[config.mk]
export PLATFORM = sky130hd
export DESIGN_NAME = seq_mul_div_flat
export DESIGN_NICKNAME = d
export VERILOG_FILES = /design/src/rtl/seq_mul_div_if.sv /design/src/rtl/seq_mul_div.sv /design/src/flat_wrapper.sv
export SDC_FILE = /design/constraint.sdc
export NUM_CORES = 1
export LEC_CHECK = 0
export BUFFER_PORTS_ARGS = -buffer_cell sky130_fd_sc_hd__buf_2
export CAP_MARGIN = 20
export CORE_AREA = 8 8 185 187
export DETAILED_ROUTE_END_ITERATION = 10
export DIE_AREA = 0 0 193 195
export PLACE_DENSITY_LB_ADDON = 0.25
export SETUP_SLACK_MARGIN = 0.2
export SLEW_MARGIN = 20
export SYNTH_ARGS = -nofsm -noshare
export SYNTH_HDL_FRONTEND = slang
export SYNTH_SLANG_ARGS = --single-unit
[constraint.sdc]
create_clock -name clk -period 8.2 [get_ports clk]
set_input_delay 0.82 -clock clk [delete_from_list [all_inputs] [get_ports clk]]
set_output_delay 0.82 -clock clk [all_outputs]
set_load 0.01 [all_outputs]
[src/rtl/seq_mul_div_if.sv]
// seq_mul_div_if: valid/ready mul-div handshake between the ALU (master) and the iterative unit (slave)
// valid/mode/in_A/in_B: request from the ALU; ready/busy/out: result side from the unit
interface seq_mul_div_if #(parameter int WIDTH = 32);
  logic valid;
  logic mode;
  logic [WIDTH-1:0] in_A;
  logic [WIDTH-1:0] in_B;
  logic ready;
  logic busy;
  logic [2*WIDTH-1:0] out;
  modport master(output valid, mode, in_A, in_B, input ready, busy, out);
  modport slave(input valid, mode, in_A, in_B, output ready, busy, out);
endinterface

[src/rtl/seq_mul_div.sv]
// seq_mul_div: iterative unsigned shift-add multiplier / restoring divider, one bit per clock
// clk, rst (sync, active-high); bus.slave: valid/mode/in_A/in_B in, ready pulse/busy/out({rem,quo} or product) out
module seq_mul_div #(
  parameter int WIDTH = 32
) (
  input logic clk,
  input logic rst,
  seq_mul_div_if.slave bus
);
  localparam int CW = $clog2(WIDTH + 1);
  typedef enum logic [1:0] {IDLE, MUL, DIV, DONE} state_t;
  state_t state, state_n;
  logic [CW-1:0] cnt;
  logic [WIDTH-1:0] op, rem, rem_n, q_n;
  logic [2*WIDTH-1:0] acc, res, mul_n;
  logic [WIDTH:0] msum, dsh, ddiff;
  logic ready, busy, accept, run, last, dok;
  assign bus.ready = ready;
  assign bus.busy = busy;
  assign bus.out = res;
  // op holds the multiplicand (mul) or divisor (div); acc low half holds multiplier / dividend-then-quotient
  always_comb begin
    accept = (state == IDLE || state == DONE) && bus.valid;
    run = state == MUL || state == DIV;
    last = cnt == CW'(WIDTH - 1);
    state_n = accept ? (bus.mode ? DIV : MUL) : run ? (last ? DONE : state) : IDLE;
    msum = {1'b0, acc[2*WIDTH-1:WIDTH]} + {1'b0, op & {WIDTH{acc[0]}}};
    mul_n = {msum, acc[WIDTH-1:1]};
    dsh = {rem, acc[WIDTH-1]};
    ddiff = dsh - {1'b0, op};
    dok = !ddiff[WIDTH];
    rem_n = dok ? ddiff[WIDTH-1:0] : dsh[WIDTH-1:0];
    q_n = {acc[WIDTH-2:0], dok};
  end
  always_ff @(posedge clk) begin
    if (rst) begin
      state <= IDLE;
      cnt <= '0;
      op <= '0;
      rem <= '0;
      acc <= '0;
      res <= '0;
      ready <= 1'b0;
      busy <= 1'b0;
    end else begin
      state <= state_n;
      ready <= run && last;
      busy <= accept || (run && !last);
      if (accept) begin
        cnt <= '0;
        op <= bus.mode ? bus.in_B : bus.in_A;
        acc <= {{WIDTH{1'b0}}, bus.mode ? bus.in_A : bus.in_B};
        rem <= '0;
      end else if (state == MUL) begin
        acc <= mul_n;
        cnt <= cnt + CW'(1);
        if (last) res <= mul_n;
      end else if (state == DIV) begin
        acc[WIDTH-1:0] <= q_n;
        rem <= rem_n;
        cnt <= cnt + CW'(1);
        if (last) res <= {rem_n, q_n};
      end
    end
  end
endmodule

[src/flat_wrapper.sv]
// flat-port wrapper written by rule: the top's interface ports become plain ports
module seq_mul_div_flat 
#(
  parameter int WIDTH = 32
)
  (clk, rst, bus_valid, bus_mode, bus_in_A, bus_in_B, bus_ready, bus_busy, bus_out);
  seq_mul_div_if #(.WIDTH(WIDTH)) bus_i ();
  input logic clk;
  input logic rst;
  input wire logic [$bits(bus_i.valid)-1:0] bus_valid;
  input wire logic [$bits(bus_i.mode)-1:0] bus_mode;
  input wire logic [$bits(bus_i.in_A)-1:0] bus_in_A;
  input wire logic [$bits(bus_i.in_B)-1:0] bus_in_B;
  output wire logic [$bits(bus_i.ready)-1:0] bus_ready;
  output wire logic [$bits(bus_i.busy)-1:0] bus_busy;
  output wire logic [$bits(bus_i.out)-1:0] bus_out;
  assign bus_i.valid = bus_valid;
  assign bus_i.mode = bus_mode;
  assign bus_i.in_A = bus_in_A;
  assign bus_i.in_B = bus_in_B;
  assign bus_ready = bus_i.ready;
  assign bus_busy = bus_i.busy;
  assign bus_out = bus_i.out;
  seq_mul_div #(.WIDTH(WIDTH)) u_core (.clk(clk), .rst(rst), .bus(bus_i));
endmodule
==> summary.md <==
| Metric | Value |
|---|---|
| Fin crit period | `4.24 ns` |
| Vias in the first global route | `between 10000 and 15000` |
| Die Ht | `slightly below 200 µm` |
| Switch Pwr | `roughly 2.2 mW` |
| Final period util | `0.517` |
| Post-CTS setup buffer count | `0` |
| Multi-input gate area | `between 0.007 and 0.008 mm²` |
| Final Non-Filler Cells | `between 1500 and 2000` |
| Leakage | `around 6 nW` |
| Die area | `0.0376 mm²` |
| Startpoint Class | `flop` |
| Worst path bufs/invs | `0` |
| Nets | `between 1500 and 2000` |
| Total Routing Usage GR | `0.197` |
| Post-synth EDFFs | `0` |
| Clock transition at path regs | `approximately 0.07 ns` |
| CTS Sinks | `202` |
| Outcome | `completed` |
| Slew Limit Fails | `0` |
| Max Root-Sink Buffers | `3` |
| Antenna violations before repair | `4` |
| Storage element area | `roughly 0.004 mm²` |
| Reg power frac | `0.272` |
| Total CTS buffers | `24` |
| CORE AREA | `0.0312 mm²` |
| Cells after Synth | `roughly 1500` |
| Synth warn | `0` |
| H-tree depth | `1` |
| Chip width | `between 150 and 200 µm` |
| Total Power | `~5.0 mW` |
| First DRT Iteration DRCs | `~700` |
| Worst-Margin Slew | `approximately 1.1 ns` |
| Unique cell type count in the Yosys netlist | `67` |
| Grt ovf | `0` |
| WP data arrival | `around 4.6 ns` |
| Fin worst setup slack | `3.96 ns` |
| Via-to-Cell Ratio | `5.64` |
| Pwr per Cell Area | `around 360 mW/mm²` |
| Combinational Power Share | `0.516` |
| GPL Wtd Cong | `approximately 0.94` |
| Slew headroom | `0.269` |
| Ys async rst share | `0` |
| PortBufs | `133` |
| FP Rows | `between 60 and 70` |
| Worst-path cell chain | `and2_1, ha_1, fa_1, a211oi_1, o21ai_0, nand3_1, nand3_1, o31ai_1, o41ai_1, a221o_1, a211oi_1, o41ai_1` |
| Mapped Avg Cell Area | `8.18 µm²` |
| Root buffer cell | `clkbuf_16` |
| CTS Hold Bufs | `0` |
| Initial core utilization | `0.394` |
| DR DRC count | `0` |
| Biggest area consumer among synthesized cells | `dfxtp_1` |
| Layout cells sized above 1 | `0.129` |
| TNS Setup | `0 ns` |
| Internal power | `approximately 2.8 mW` |
| Design Area, Final | `~0.014 mm²` |
| Min-Delay Path Class | `flop to flop` |
| Post-Synthesis Cell Area | `about 0.012 mm²` |
| Final ANT Viol Nets | `0` |
| Largest net degree at the start of global routing | `approximately 90` |
| Max-Cap Viols | `0` |
| Ports | `134` |
| Clk_skew | `around 0.018 ns` |
| Placed cells | `approximately 1900` |
| Flops & latches, synth | `approximately 200` |
| Largest cells by area after synthesis | `dfxtp_1, mux2i_1, ha_1` |
| Final hold vios | `0` |
| Critical path required time | `~8.6 ns` |
| Synth Flop Type | `dfxtp_1` |
| Clock Power Share | `0.212` |
| R2R setup slack | `3.96 ns` |
| Top delay family on crit path | `compound AO/OA/AOI/OAI gates` |
| Final Core Density | `0.447` |
| VDD IR max | `roughly 0.21 mV` |
| Most frequent cells after synthesis | `nor2_1, dfxtp_1, a21oi_1, mux2i_1, a211oi_1` |
| Via count | `between 10000 and 15000` |
| Worst path max stage delay | `~0.58 ns` |
| Crit end category | `flop` |
| Detailed Place HPWL | `28.4 mm` |
| Net Count, Synth | `about 1600` |
| Average wire per standard cell | `19.5 µm` |
| Worst skew pair latency | `between 0.5 and 0.6 ns` |
| Post-cts sizing count | `0` |
| Post-detailed-routing wire length | `38.8 mm` |
| Net Sw Frac | `0.443` |
| Top cell type's share of synthesized area | `0.329` |
| Post-Place Cell Area | `approximately 0.013 mm²` |
| RSZ-0062 raised after global routing | `false` |
| Max Freq | `roughly 240 MHz` |
| First-pass DRT Iterations | `5` |
| First-pass GRT wire length | `roughly 60 mm` |
| Slowest CP cell | `o31ai_1` |
| Dpl ws | `between 3 and 4 ns` |
| Fillcell total | `about 3200` |
| Finish-stage setup viols | `0` |
| Seq/Total Area, Yosys | `0.329` |
| WS Path Type | `flop to flop` |
| Hold WS | `0.463 ns` |
| CTS tree | `built` |
| Area grow syn2layout | `13.7%` |
| Worst-path fanout max | `18` |
| Count leader, synth | `nor2_1` |
[metal layers]
layer | vias to the layer above | track usage | part of all wire
met5 | - | 0 | 0.0010
met4 | 6 | 0.0524 | 0.027
met3 | 65 | 0.0397 | 0.076
met2 | 368 | 0.291 | 0.41
met1 | 5258 | 0.286 | 0.48
li1 | 5556 | - | -
[worst paths after layout]
path	endpoint	start	depth (start not counted)
setup / recovery	u_core.bus.out[63]	u_core.acc[0]	12
hold reg to reg	u_core.bus.out[62]	u_core.bus.out[62]	2
setup reg to reg	u_core.bus.out[63]	u_core.acc[0]	12
hold / removal	u_core.bus.out[62]	u_core.bus.out[62]	2
[power groups by stage]
stage | combinational (mW) | clock (mW) | sequential, mW
CTS | 2.56 | 1.08 | 1.36
floorplan | 2.04 | 0 | 1.29
global placement | 2.53 | 0 | 1.37
global route | 2.84 | 1.11 | 1.38
detailed placement | 2.54 | 0 | 1.38
finish | 2.59 | 1.06 | 1.36
[layout by cell type, fill, tap and decap left out, types with 5 or more instances in the layout]
cell type    n
a211oi_1    82
a21o_1      38
a21oi_1    148
a22oi_1     10
a31oi_1     12
and2_1      40
and3_1       8
and4_1       6
buf_2      131
buf_4       12
clkbuf_16   24
clkbuf_8     5
clkinv_2     7
dfxtp_1    202
ha_1        65
inv_1       44
mux2i_1    136
nand2_1     75
nand2b_1     5
nand3_1     10
nand3b_1     8
nand4_1     13
nor2_1     221
nor2b_1      6
nor3_1      15
o211ai_1     6
o21a_1      16
o21ai_0     75
o21ai_1      9
o21bai_1     5
o221ai_1    11
o31a_1       6
o31ai_1     10
or3_1        6
xnor2_1     38
xor2_1      20
[worst min-delay path, delay by kind of cell, from the launching register on]
family	cells	cell delay [ns]
and+or+nand+nor	1	0.05
DFF	1	0.32
AOI/OAI and AO/OA	1	0.06
[sequential cells by signal (all words and copies together) (netlist names)]
signal	cells
u_core.state	2
u_core.cnt	6
u_core.acc	64
u_core.bus.out	64
u_core.rem	32
u_core.bus.busy	1
u_core.bus.ready	1
u_core.op	32
[cell families after synthesis]
| family | share of synthesized area |
|---|---|
| adders and majority gates | 0.0715 |
| xor gates and xnor gates | 0.0413 |
| AOI/OAI and AO/OA | 0.245 |
| DFF | 0.329 |
| buffers and inverters | 0.0458 |
| muxes | 0.111 |
| and+or+nand+nor | 0.157 |
[layout make-up]
type | instances | area share
Timing Repair Buffer | 143 | 0.0534
Antenna cell | 2 | 0.000358
Clock buffer | 32 | 0.0487
Tap cell | 402 | 0.0360
Clock inverter | 12 | 0.00743
Inverter | 46 | 0.0124
Sequential cell | 202 | 0.290
Multi-Input combinational cell | 1155 | 0.552
Note: power is estimated with default switching activity, not from simulation.
